--- src/rtl/divider_datapath_pkg.sv ---
// Shared definitions for the sequential divider: operand width and the
// R write-back source encoding driven by the controller.
package divider_datapath_pkg;

   localparam int unsigned DIV_WIDTH = 8;

   typedef enum logic [1:0] {
      SEL_HOLD = 2'b00,
      SEL_ALU  = 2'b01,
      SEL_CLR  = 2'b10,
      SEL_KEEP = 2'b11
   } sel_e;

endpackage : divider_datapath_pkg

--- src/rtl/divider_datapath_if.sv ---
// Control/operand/result bundle between the divider controller (master)
// and the shift-subtract datapath (slave).
interface divider_datapath_if
   import divider_datapath_pkg::*;
#(
   parameter int unsigned WIDTH = DIV_WIDTH
);
   logic             load;
   logic             add;
   logic             shift;
   logic             inbit;
   sel_e             sel;
   logic [WIDTH-1:0] dividend;
   logic [WIDTH-1:0] divisor;
   logic             sign;
   logic [WIDTH-1:0] quotient;
   logic [WIDTH-1:0] remainder;

   modport master (
      output load, add, shift, inbit, sel, dividend, divisor,
      input  sign, quotient, remainder
   );

   modport slave (
      input  load, add, shift, inbit, sel, dividend, divisor,
      output sign, quotient, remainder
   );

endinterface : divider_datapath_if

--- src/rtl/divider_addsub.sv ---
// W-bit adder/subtractor: y = add ? a + b : a - b (modulo 2^W).
module divider_addsub #(
   parameter int unsigned W = 10
) (
   input  logic [W-1:0] a,
   input  logic [W-1:0] b,
   input  logic         add,
   output logic [W-1:0] y
);

   assign y = add ? (a + b) : (a - b);

endmodule : divider_addsub

--- src/rtl/divider_datapath.sv ---
// Restoring shift-subtract datapath: holds D, partial remainder R and the
// quotient/dividend shift register Q, stepped by the divider controller.
module divider_datapath
   import divider_datapath_pkg::*;
#(
   parameter int unsigned WIDTH = DIV_WIDTH
) (
   input  logic               clk,
   input  logic               reset,
   divider_datapath_if.slave  bus
);

   localparam int unsigned AW = WIDTH + 2;

   logic [WIDTH:0]   r_q;
   logic [WIDTH-1:0] q_q;
   logic [WIDTH-1:0] d_q;

   logic [AW-1:0]    r_ext;
   logic [AW-1:0]    d_ext;
   logic [AW-1:0]    alu;
   logic [AW-1:0]    trial;

   logic [WIDTH:0]   r_sel;
   logic [WIDTH-1:0] q_sel;
   logic             unused_c;

   assign r_ext = AW'(r_q);
   assign d_ext = AW'(d_q);

   divider_addsub #(.W(AW)) u_alu (
      .a   (r_ext),
      .b   (d_ext),
      .add (bus.add),
      .y   (alu)
   );

   // Dedicated trial subtract so sign depends on registers only.
   divider_addsub #(.W(AW)) u_sign (
      .a   (r_ext),
      .b   (d_ext),
      .add (1'b0),
      .y   (trial)
   );

   // R/Q write-back source selection; load overrides sel.
   always_comb begin
      r_sel = r_q;
      q_sel = q_q;
      case (bus.sel)
         SEL_HOLD: r_sel = r_q;
         SEL_ALU:  r_sel = alu[WIDTH:0];
         SEL_CLR:  r_sel = '0;
         SEL_KEEP: r_sel = r_q;
         default:  r_sel = r_q;
      endcase
      if (bus.load) begin
         r_sel = '0;
         q_sel = bus.dividend;
      end
   end

   always_ff @(posedge clk or negedge reset) begin
      if (!reset) begin
         r_q <= '0;
         q_q <= '0;
         d_q <= '0;
      end else begin
         if (bus.load) begin
            d_q <= bus.divisor;
         end
         // R[WIDTH] of the write-back is always 0 here, so dropping it is lossless.
         if (bus.shift) begin
            r_q <= {r_sel[WIDTH-1:0], q_sel[WIDTH-1]};
            q_q <= {q_sel[WIDTH-2:0], bus.inbit};
         end else begin
            r_q <= r_sel;
            q_q <= q_sel;
         end
      end
   end

   assign bus.sign      = trial[AW-1];
   assign bus.quotient  = q_q;
   assign bus.remainder = r_q[WIDTH:1];

   assign unused_c = ^{alu[AW-1], trial[AW-2:0]};

endmodule : divider_datapath

--- src/flat_wrapper.sv ---
// flat-port wrapper written by rule: the top's interface ports become plain ports
module divider_datapath_flat import divider_datapath_pkg::*;
#(
   parameter int unsigned WIDTH = DIV_WIDTH
)
  (clk, reset, bus_load, bus_add, bus_shift, bus_inbit, bus_sel, bus_dividend, bus_divisor, bus_sign, bus_quotient, bus_remainder);
  divider_datapath_if #(.WIDTH(WIDTH)) bus_i ();
  input  logic clk;
  input  logic reset;
  input wire logic [$bits(bus_i.load)-1:0] bus_load;
  input wire logic [$bits(bus_i.add)-1:0] bus_add;
  input wire logic [$bits(bus_i.shift)-1:0] bus_shift;
  input wire logic [$bits(bus_i.inbit)-1:0] bus_inbit;
  input wire logic [$bits(bus_i.sel)-1:0] bus_sel;
  input wire logic [$bits(bus_i.dividend)-1:0] bus_dividend;
  input wire logic [$bits(bus_i.divisor)-1:0] bus_divisor;
  output wire logic [$bits(bus_i.sign)-1:0] bus_sign;
  output wire logic [$bits(bus_i.quotient)-1:0] bus_quotient;
  output wire logic [$bits(bus_i.remainder)-1:0] bus_remainder;
  assign bus_i.load = bus_load;
  assign bus_i.add = bus_add;
  assign bus_i.shift = bus_shift;
  assign bus_i.inbit = bus_inbit;
  assign bus_i.sel = bus_sel;
  assign bus_i.dividend = bus_dividend;
  assign bus_i.divisor = bus_divisor;
  assign bus_sign = bus_i.sign;
  assign bus_quotient = bus_i.quotient;
  assign bus_remainder = bus_i.remainder;
  divider_datapath #(.WIDTH(WIDTH)) u_core (.clk(clk), .reset(reset), .bus(bus_i));
endmodule
--- config.mk ---
export PLATFORM = sky130hd
export DESIGN_NAME = divider_datapath_flat
export DESIGN_NICKNAME = d
export VERILOG_FILES = /design/src/rtl/divider_datapath_pkg.sv /design/src/rtl/divider_datapath_if.sv /design/src/rtl/divider_addsub.sv /design/src/rtl/divider_datapath.sv /design/src/flat_wrapper.sv
export SDC_FILE = /design/constraint.sdc
export NUM_CORES = 1
export LEC_CHECK = 0
export CAP_MARGIN = 20
export CORE_AREA = 2 2 69 71
export DETAILED_ROUTE_END_ITERATION = 10
export DIE_AREA = 0 0 71 73
export GPL_TIMING_DRIVEN = 1
export PLACE_DENSITY = 0.75
export REMOVE_ABC_BUFFERS = 1
export SLEW_MARGIN = 40
export SYNTH_ARGS = -nofsm -noshare
export SYNTH_HDL_FRONTEND = slang
export SYNTH_SLANG_ARGS = --single-unit
--- constraint.sdc ---
create_clock -name clk -period 5.65 [get_ports clk]
set_input_delay 1.13 -clock clk [delete_from_list [all_inputs] [get_ports clk]]
set_output_delay 1.13 -clock clk [all_outputs]
set_load 0.02 [all_outputs]
Word level (Yosys, flattened, before mapping)
Cells that the tools add are included.

Flip-flop bits (word level): 25. Input port bits: 24. Word-level logic and storage cells: 18.

Add/sub/neg operators: 2. Multiplexer cells: 6. Equality and inequality tests: 4. Reduce and logical (&&, ||, !) cells: 2.

Operators by type and width (number): 9-bit two-way mux (3); 9-bit case mux with 3 select lines (1); 8-bit two-way mux (2); 9-bit by 8-bit subtractor with 10-bit output (1); 9-bit by 8-bit adder with 9-bit output (1); 2-bit equality test, second input constant (2); 3-bit by 1-bit != test with 1-bit output, second input constant (1); 2-bit by 1-bit equality test with 1-bit output, second input constant (1); 2-bit logical NOT (1); 2-bit OR reduction (1).

Longest topological paths before layout
Depth in word-level cells: 5. Gate-level depth with buffers: 10.

Modules after synthesis
A second synthesis with hierarchy kept.

Cell total of the unflattened synthesis: 258. Area total of the unflattened synthesis: 2463.6 um^2.

By module, submodules not included: divider_datapath (instances 1, seq. area each 625.6 um^2, area each 1244.9 um^2, cells each 92); divider_addsub (instances 2, seq. area each 0.0 um^2, area each 609.3 um^2, cells each 83).

Worst setup path after synthesis
Ideal clock, no wire load.

Path kind: register -> output. Start: reg u_core.r_q[4]. End: out bus_sign. Arrival time: 1.913 ns. Buffers on the path: 0. Required time: 4.520 ns. Cell stages (with the launch flop): 7. Path slack: 2.607 ns. Cells stage by stage: dfrtp_1 -> ha_1 -> a21o_1 -> o21a_1 -> o21ai_0 -> nand2b_1 -> a211oi_1.

Cells in the longest elaborated chain, start to end: 1.

Ends and longest elaborated chain: from (decl) (RTL line divider_datapath.sv:15) `logic [WIDTH:0] r_q;`; from (signal assigned) (RTL line divider_datapath.sv:74) `r_q <= {r_sel[WIDTH-1:0], q_sel[WIDTH-1]};`; from (signal assigned) (RTL line divider_datapath.sv:77) `r_q <= r_sel;`; 9-bit by 8-bit subtractor with 10-bit output; to (decl) (RTL line flat_wrapper.sv:17) `output wire logic [$bits(bus_i.sign)-1:0] bus_sign;`.

Every way passes these cells.

Worst setup path in the final report
Same ends and word-level chain as after synthesis.

==> flow_summary_export.csv <==
group,metric,value,unit
run_status,status,"completed",
synth,ys_warn_count,0,
sta,fmax,0.262,GHz
cts,clock_latency,270,ps
routing,drt-initial-drc-count,141,
cts,cts.sinks,25,
synth,synth_cell_type_count,53,
synth,synth_seq_area_share,0.296,
synth,synth.most_common_cell,"dfrtp_1",
global_routing,grt_pass1_wl,8380,um
cts,tritoncts.num_buffers,3,
sta,setup_viol,0,
sta,fin_tns_setup,0,ps
pwr,ir_worst_vdd,0.000174,V
cts,htreeDepth,1,
setup_path,cp_data_required_time,4520,ps
routing,wl_met2,2290,um
cells_and_area,fillCellCount,399,
global_routing,grt_antenna_before_repair,0,
routing,routed_wl,4660,um
synth,syn_area,0.00211,mm2
routing,wl_per_cell,15.1,um
global_routing,grt_max_degree,27,
global_routing,grt-ovfl-total,0,
sta,worst_pin_slew,823,ps
floorplanning,io_pins,41,
sta,slew_headroom,0.449,
sta,fin_crit_sh,0.675,
cells_and_area,utilization,0.555,
cells_and_area,multi_input_area,0.00131,mm2
cts,cts_tree,"yes",
sta,final_max_slew_viol_count,0,
routing,ant_nets,0,
pwr,p_leak,1.09,nW
routing,wl_met1,2120,um
cts,root_buffer,"clkbuf_8",
routing,vias_per_cell,5.59,
synth,synth_seq_cells,25,
floorplanning,core_area,0.00454,mm2
sta,rsz0062_at_grt,"no",
routing,wl_met3,197,um
synth,netlist.area_leader.share,0.296,
floorplanning,die_h,73,um
setup_path,worst-setup-path-type,"reg -> out",
global_routing,first_global_vias,1814,
floorplanning,start_util,0.466,
worst_hold_path,hold_path_class,"reg -> reg",
floorplanning,rows,25,
cts,post_cts_buffers,0,
synth,syn_area_per_cell,9.15,um2
cts,path_clk_slew,90,ps
setup_path,cp_max_fo,7,
cells_and_area,syn_to_final_growth,19.1,%
synth,syn_inst,231,
cells_and_area,drive_above_1_share,0.106,
sta,fin_skew,3.32,ps
setup_path,cp.arrival,2690,ps
synth,async_reset_ff_frac,1.00,
cts,postCtsHoldBufs,0,
pwr,total_power,0.546,mW
setup_path,crit_path_start_kind,"flop",
cells_and_area,antennaDiodeCount,0,
routing,drc,0,
placed_design,dp_hpwl,3460,um
synth,synthFlopType,"dfrtp_1",
sta,hold_viol,0,
run,maxCapViolations,0,
cts,cts_resized,0,
sta,period_minus_slack,3820,ps
floorplanning,die-area,0.00518,mm2
synth,synth_edf_count,0,
routing,top_layer_used,"met4",
routing,dr.pass1.iters,4,
routing,vias,1727,
cts,cts_max_path_buffers,2,
cells_and_area,seq_area,626,um2
global_routing,gr-usage-all-layers,0.198,
synth,ys_top_cells_by_count,"25 x dfrtp_1, 20 x nand2_1, 18 x nor2_1",
floorplanning,dieWidth,71,um
synth,synth_area_leader_cell,"dfrtp_1",
setup_path,critPathCaptureType,"output pin",
placed_design,port_buffers,40,
placed_design,gp_congestion,0.941,
cells_and_area,nets,299,
synth,synth_area_leaders,"dfrtp_1 30%, ha_1 10%, mux4_2 7.5%",
pwr,p_per_area,217,mW/mm2
sta,fin_hold_ws,576,ps
report_power, final:
| part | switching (mW) | total (mW) | internal [mW] |
|---|---|---|---|
| sequential | 0.0186 | 0.217 | 0.198 |
| combinational | 0.112 | 0.221 | 0.109 |
| clock | 0.0591 | 0.108 | 0.0493 |
cell usage in the layout (no fill, tap or decap), drive strengths merged, types with 2 or more instances in the layout:
cell / synthesis / final
ha: 17 / 17
nor2: 18 / 18
dfrtp: 25 / 25
inv: 16 / 16
nand2b: 8 / 8
mux2i: 6 / 6
a31oi: 3 / 3
clkdlybuf4s50: 0 / 38
mux4: 7 / 7
o21bai: 3 / 3
o31ai: 2 / 2
o22ai: 4 / 4
a21oi: 10 / 10
a211oi: 4 / 4
a32oi: 2 / 2
mux2: 6 / 6
xnor2: 2 / 2
clkbuf: 9 / 3
buf: 13 / 4
fa: 2 / 2
or4: 2 / 2
o21ai: 14 / 14
nor4b: 2 / 2
nor3: 2 / 2
nor2b: 9 / 9
a221oi: 2 / 2
o311ai: 2 / 2
nand3b: 2 / 2
nand2: 20 / 20
final cells by class:
type	count	area share
clock inverter	1	0.00199
multi-input combinational	168	0.521
inverter	16	0.0239
clock buffer	3	0.0164
sequential	25	0.249
tap	54	0.0269
timing repair buffer	42	0.161
metal layers:
layer  vias to the layer above  track usage
li1                        869            -
met1                       802        0.268
met2                        52        0.337
met3                         4       0.0193
met4                         0       0.0587
met5                         -            0
metrics by stage:
stage                     cells  setup WS (ps)  cell area [um2]
after floorplan             209           2510             2000
after global placement      305           2190             2480
after detailed placement    305           2160             2470
after CTS                   309           1850             2520
after global routing        309           1660             2520
final                       309           1830             2520
registers in the layout (all words and copies together), names as in the netlist:
register / flops
u_core.r_q: 9
u_core.d_q: 8
u_core.bus.quotient: 8
critical path: stages (launching register included):
cell	delay, ps
dfrtp_1	440
ha_1	390
a21o_1	240
o21a_1	180
o21ai_0	200
nand2b_1	90
a211oi_1	240
clkdlybuf4s50_1	640
path summary, 6_finish.rpt:
kind	start	to	slack (ps)	depth (start not counted)
setup / recovery	u_core.r_q[4]$_DFF_PN0_	bus_sign	1830	7
hold / removal	u_core.d_q[0]$_DFFE_PN0P_	u_core.d_q[0]$_DFFE_PN0P_	580	1
setup reg to reg	u_core.r_q[0]$_DFF_PN0_	u_core.r_q[6]$_DFF_PN0_	3020	10
hold reg to reg	u_core.d_q[0]$_DFFE_PN0P_	u_core.d_q[0]$_DFFE_PN0P_	580	1
max in group asynchronous	reset	u_core.r_q[3]$_DFF_PN0_	4170	2
min in group asynchronous	reset	u_core.d_q[4]$_DFFE_PN0P_	1220	2
logic make-up after synthesis:
family,share of synthesized area
AO/OA/AOI/OAI,0.178
XOR/XNOR,0.00829
adder cells (fa/ha/maj),0.120
buffers and inverters,0.0835
flip-flops,0.296
multiplexers,0.135
AND/OR/NAND/NOR,0.179
Note: power is estimated with default switching activity, not from simulation.
